--- config.mk ---
export PLATFORM = sky130hd
export DESIGN_NAME = fetch_unit
export DESIGN_NICKNAME = d
export VERILOG_FILES = /design/src/rtl/fetch_unit.sv
export SDC_FILE = /design/constraint.sdc
export NUM_CORES = 1
export LEC_CHECK = 0
export BUFFER_PORTS_ARGS = -buffer_cell sky130_fd_sc_hd__buf_2
export CORE_MARGIN = 1
export CORE_UTILIZATION = 58
export CTS_BUF_LIST = sky130_fd_sc_hd__clkbuf_4 sky130_fd_sc_hd__clkbuf_8 sky130_fd_sc_hd__clkbuf_16
export DETAILED_ROUTE_END_ITERATION = 12
export PLACE_DENSITY_LB_ADDON = 0.05
export SKIP_CTS_REPAIR_TIMING = 1
export SLEW_MARGIN = 15
export SYNTH_ARGS = -nofsm -noshare
export SYNTH_HDL_FRONTEND = slang
export SYNTH_SLANG_ARGS = --single-unit
--- constraint.sdc ---
create_clock -name clk -period 7.3 [get_ports clk]
set_clock_uncertainty 0.05 [all_clocks]
set_input_delay 1.825 -clock clk [delete_from_list [all_inputs] [get_ports clk]]
set_output_delay 1.825 -clock clk [all_outputs]
set_load 0.02 [all_outputs]
--- src/rtl/fetch_unit.sv ---
// Instruction fetch unit: issues sequential fetch requests, queues in-order
// responses, and squashes in-flight fetches on redirect.
module fetch_unit #(
  parameter int                XLEN     = 32,
  parameter int                DEPTH    = 4,
  parameter logic [XLEN-1:0]   RESET_PC = 32'h0000_0000
) (
  input  logic              clk,
  input  logic              reset,
  output logic              imem_req_valid,
  input  logic              imem_req_ready,
  output logic [XLEN-1:0]   imem_req_addr,
  input  logic              imem_resp_valid,
  input  logic [31:0]       imem_resp_data,
  input  logic              redirect_valid,
  input  logic [XLEN-1:0]   redirect_pc,
  output logic              inst_valid_F,
  output logic [31:0]       inst_F,
  output logic [XLEN-1:0]   pc_F,
  output logic [XLEN-1:0]   pc_plus4_F,
  input  logic              dec_ready
);

  localparam int CNT_W = $clog2(DEPTH) + 1;
  localparam int PTR_W = $clog2(DEPTH);

  logic [XLEN-1:0]  fetch_pc_q, fetch_pc_d;
  logic [XLEN-1:0]  resp_pc_q, resp_pc_d;
  logic [CNT_W-1:0] count_q, count_d;
  logic [CNT_W-1:0] outstanding_q, outstanding_d;
  logic [CNT_W-1:0] drop_q, drop_d;
  logic [PTR_W-1:0] head_q, head_d;
  logic [PTR_W-1:0] tail_q, tail_d;
  logic [31:0]      inst_mem_q [DEPTH];
  logic [XLEN-1:0]  pc_mem_q   [DEPTH];

  logic             req_fire_s;
  logic             resp_take_s;
  logic             push_s;
  logic             pop_s;
  logic [CNT_W:0]   occupancy_s;
  logic [XLEN-1:0]  redirect_base_s;
  logic             unused_ok_s;

  // Queue slots plus in-flight requests bound the number of new requests.
  assign occupancy_s     = {1'b0, count_q} + {1'b0, outstanding_q};
  assign imem_req_valid  = !reset && !redirect_valid &&
                           (occupancy_s < (CNT_W+1)'(DEPTH));
  assign imem_req_addr   = fetch_pc_q;
  assign redirect_base_s = {redirect_pc[XLEN-1:2], 2'b00};
  assign unused_ok_s     = ^redirect_pc[1:0];

  assign req_fire_s  = imem_req_valid && imem_req_ready;
  assign resp_take_s = imem_resp_valid && (outstanding_q != {CNT_W{1'b0}});
  assign push_s      = resp_take_s && (drop_q == {CNT_W{1'b0}}) && !redirect_valid;
  assign pop_s       = (count_q != {CNT_W{1'b0}}) && dec_ready && !redirect_valid;

  assign inst_valid_F = (count_q != {CNT_W{1'b0}});
  assign inst_F       = inst_mem_q[head_q];
  assign pc_F         = pc_mem_q[head_q];
  assign pc_plus4_F   = pc_mem_q[head_q] + XLEN'(4);

  always_comb begin
    fetch_pc_d    = req_fire_s ? (fetch_pc_q + XLEN'(4)) : fetch_pc_q;
    resp_pc_d     = push_s ? (resp_pc_q + XLEN'(4)) : resp_pc_q;
    tail_d        = push_s ? (tail_q + PTR_W'(1)) : tail_q;
    head_d        = pop_s ? (head_q + PTR_W'(1)) : head_q;

    case ({req_fire_s, resp_take_s})
      2'b10:   outstanding_d = outstanding_q + CNT_W'(1);
      2'b01:   outstanding_d = outstanding_q - CNT_W'(1);
      default: outstanding_d = outstanding_q;
    endcase

    case ({push_s, pop_s})
      2'b10:   count_d = count_q + CNT_W'(1);
      2'b01:   count_d = count_q - CNT_W'(1);
      default: count_d = count_q;
    endcase

    if (resp_take_s && (drop_q != {CNT_W{1'b0}})) begin
      drop_d = drop_q - CNT_W'(1);
    end else begin
      drop_d = drop_q;
    end

    // Stale responses are still counted in outstanding, so after a redirect
    // every request still in flight (stale or not) is the set to discard.
    if (redirect_valid) begin
      fetch_pc_d = redirect_base_s;
      resp_pc_d  = redirect_base_s;
      count_d    = {CNT_W{1'b0}};
      head_d     = {PTR_W{1'b0}};
      tail_d     = {PTR_W{1'b0}};
      drop_d     = outstanding_d;
    end else begin
      drop_d     = drop_d;
    end
  end

  always_ff @(posedge clk) begin
    if (reset) begin
      fetch_pc_q    <= RESET_PC;
      resp_pc_q     <= RESET_PC;
      count_q       <= {CNT_W{1'b0}};
      outstanding_q <= {CNT_W{1'b0}};
      drop_q        <= {CNT_W{1'b0}};
      head_q        <= {PTR_W{1'b0}};
      tail_q        <= {PTR_W{1'b0}};
      for (int i = 0; i < DEPTH; i++) begin
        inst_mem_q[i] <= 32'h0000_0000;
        pc_mem_q[i]   <= {XLEN{1'b0}};
      end
    end else begin
      fetch_pc_q    <= fetch_pc_d;
      resp_pc_q     <= resp_pc_d;
      count_q       <= count_d;
      outstanding_q <= outstanding_d;
      drop_q        <= drop_d;
      head_q        <= head_d;
      tail_q        <= tail_d;
      if (push_s) begin
        inst_mem_q[tail_q] <= imem_resp_data;
        pc_mem_q[tail_q]   <= resp_pc_q;
      end
    end
  end

endmodule

After elaboration in Yosys (flattened, before gate mapping):

Memories as Yosys holds them, arrays and structs flattened. A register that Yosys moved wholly into a read port is not among the register bits.
Cells that the tools add are included.
W data, S select, Z words.

* add/sub/neg operators: 11
* muxes and demuxes: 23
* equal/unequal tests: 4
* reductions and logical operators: 22
* magnitude comparators: 1

Operators by type and width (count)
* $mux W32: 6
* $add A32 B3 Y32 const B: 3
* $reduce_or A32 Y1: 2
* $mux W2: 6
* $pmux W3 S2: 2
* $logic_and A1 B1 Y1: 9
* $reduce_bool A3 Y1: 3
* $sub A3 B1 Y3 const B: 3
* $reduce_bool A2 Y1: 4
* $mux W1: 7
* $add A3 B1 Y3 const B: 2
* $mux W3: 2
* $add A2 B1 Y2 const B: 2
* $add A3 B3 Y4: 1
* $eq A2 B1 Y1 const B: 2
* $eq A2 B2 Y1 const B: 2
* $lt A4 B3 Y1 const B: 1
* $logic_not A3 Y1: 1
* $logic_not A1 Y1: 2
* $reduce_or A2 Y1: 1

* register bits: 77
* word-level logic and storage cells: 72
* memories kept: 2
* RAM bits: 256
* output and inout bits: 130

Memories
* inst_mem_q: words 4, bits a word 32, read ports 1, clocked after memory_dff 1, write ports 4, line 34 `logic [31:0] inst_mem_q [DEPTH];`
* pc_mem_q: words 4, bits a word 32, read ports 1, clocked after memory_dff 1, write ports 4, line 35 `logic [XLEN-1:0] pc_mem_q [DEPTH];`

Depth between registers and ports, before layout:

* depth after elaboration: 9
* mapped depth: 13
* gate-level depth less buffers: 12

Worst setup path before layout:

No wires, ideal clock.

* path type: input -> register
* start: input port imem_resp_valid
* end: memory inst_mem_q[1][0] (enable)
* arrival: 5437 ps
* data required time: 6755 ps
* stages: 6
* path buffers: 1
* path slack: 1318 ps
* path through: and3b_1 > clkbuf_1 > nand2_1 > nor2_1 > inv_1 > o21bai_1

RTL lines
* start: declaration: line 13 `input logic imem_resp_valid,`
* end: declaration: line 34

==> flow_summary.ini <==
[run_status]
status = finished, final reports clean

[routing]
drtAntennaViolNets = 0
drtIter0Drc = 822
routed_wl_um = 33460
drcViolationCount = 0
via_per_inst = 5.732
vias = 10390
routedWlPerCell_um = 18.47
firstDrtPassIters = 6

[power_and_ir_drop]
power_mw = 4.358
ir_worst_vdd_uv = 169.0
power_density_nw_per_um2 = 249.6
p_leak_nw = 6.903

[floorplan]
rows = 58
initial_core_util_pct = 59.70
core_sq_um = 25400
die_area_sq_um = 26790
fp.dieH_um = 163.7
die-width_um = 163.7
pin_count = 200

[worst_setup_path]
path_max_fanout = 27
arrival_ps = 3530
end_kind = output port
crit_required_ps = 5430
r2r_slack_ps = 3990
r2r-end = inst_mem_q[0][12]
crit_path_start_kind = flop
r2r-start = drop_q[0]
path_class = reg -> out
reg2reg_depth = 8

[global_routing]
overflow = 0
globalRouteTotalUtil_pct = 25.48
grt_pass1_vias = 10210
grt_pass1_wl_um = 53360
antenna_found_initial = 0
grt_max_degree = 68

[logic_synthesis]
postSynthAreaPerCell_sq_um = 11.77
synth_cells = 1288
synth_area_sq_um = 15160
synth_edf_count = 248
synth_area_leaders = edfxtp_1, dfxtp_1, mux4_2
synth_top_cell_area_share_pct = 49.11
ys_ff_latch = 323
postSynth.asyncResetShare_pct = 0
ys_seq_area_share_pct = 59.01
synth_top_area_cell = edfxtp_1
ys.flop_type = edfxtp_1
yosys_warnings = 0
yosysUniqueCellTypes = 63

[clocking]
cts.sinks = 323
cts_buffers = 35
cts_buffer_depth = 3
cts_tree = built
htreeDepth = 2
cts_root_buf = clkbuf_16
clk_pin_slew_ps = 60
clk_latency_ps = 500

[worst_hold_path]
min_path_cells = 2
min_from = count_q[2]
hold_end = count_q[2]
hold_path_class = reg -> reg

[timing]
setup_viol = 0
hold_viol_final = 0
worst_pin_slew_ps = 1047
finalCriticalPeriod_ps = 5408
rsz0062_at_grt = no
fmax_mhz = 184.9
slew_viol_final = 0
finalSetupTns_ps = 0
finalCritPeriodShare_pct = 74.08
relSlewSlack_pct = 30.18

[final_layout]
final_cell_mix = nor2_1, edfxtp_1, buf_2
fin_area_sq_um = 17460
layout_commonest_cell = nor2_1
n_antenna_cell = 0
drive_above_1_share_pct = 24.09
area_delta_synth_final_pct = 15.13
nets = 1538

[run]
drv_cap = 0

[place]
dp_hpwl_um = 20860
place_area_sq_um = 16340
port_buffers = 191
gp_congestion = 0.8399
state kept, by name, indices dropped and copies added (netlist names), named ones only:
register and count:
tail_q 2, inst_mem_q 128, outstanding_q 3, count_q 3, drop_q 3, resp_pc_q 30
head_q 2, imem_req_addr 30, pc_mem_q 120
worst max path at each step:
stage	end	slack (ps)	cells past startpoint
after floorplan	inst_mem_q[1][0]	1320	6
after global placement	pc_plus4_F[28]	2380	7
after detailed placement	pc_plus4_F[20]	2350	8
after CTS	pc_plus4_F[20]	1830	8
after global routing	pc_plus4_F[22]	1680	7
final	pc_plus4_F[30]	1890	8
synth_stat cells (4+ instances only):
master	instances
dfxtp_1	75
nor2_1	255
mux2i_1	5
and3_1	8
a211oi_1	14
a21boi_0	12
buf_4	7
nand2_1	112
buf_2	7
ha_1	9
xnor2_1	43
nor3_1	14
a22oi_1	5
inv_1	96
mux4_2	61
a21oi_1	25
buf_1	7
nand4_1	22
clkbuf_1	54
o21bai_1	5
and2_1	8
nor3_2	4
nor4_1	18
o21ai_0	17
nand3_1	28
or2_2	4
xor2_1	20
a31oi_1	25
a32oi_1	5
edfxtp_1	248
and4_1	9
or3_1	10
nand4_2	4
o31a_1	5
area by class of cell:
class	count	area, sq um
inverters	96	360.3
well taps	330	412.9
fillers	1891	7941
repair buffers	207	1076
flip-flops and latches	323	8954
clock buffers	45	957.2
multi-input cells	794	5538
clock inverters	17	160.2
per-stage QoR:
step | worst slack (ps) | instances | hold slack, ps | util (%)
after global routing | 1682 | 1812 | 493.7 | 68.73
after CTS | 1825 | 1812 | 466.8 | 68.73
after detailed placement | 2353 | 1750 | 456.3 | 64.34
final | 1892 | 1812 | 473.7 | 68.73
after floorplan | 1319 | 1293 | 420.9 | -
after global placement | 2385 | 1750 | 446.6 | 64.34
cells by family after synthesis:
logic type               synth area share, %
buffers and inverters                  4.951
adder cells (fa/ha/maj)                1.007
AND/OR/NAND/NOR                        16.37
AO/OA/AOI/OAI                          5.438
other                                0.02473
XOR/XNOR                               3.639
flip-flops                             59.01
multiplexers                           9.555
where the power goes:
group	internal [mW]	total (mW)	switching, mW
Sequential	2.08	2.14	0.0583
Combinational	0.168	0.490	0.322
Clock	1.03	1.73	0.693
Total	3.28	4.36	1.07
critical path: stages (launching register included):
cell     delay, ps
dfxtp_2        810
buf_4          400
mux4_2         340
ha_1           260
nand3_1        140
nor4_4         510
nand4_1        190
xnor2_1        170
buf_2          180
metal layers:
layer  vias up  track usage (%)  routed length [um]
li1       4932                -                   -
met1      5003            33.48               14100
met2       388            43.88               16400
met3        64            3.788                2186
met4         0            7.618                 780
met5         -                0                   0
Power figures use the tool's default switching activity.
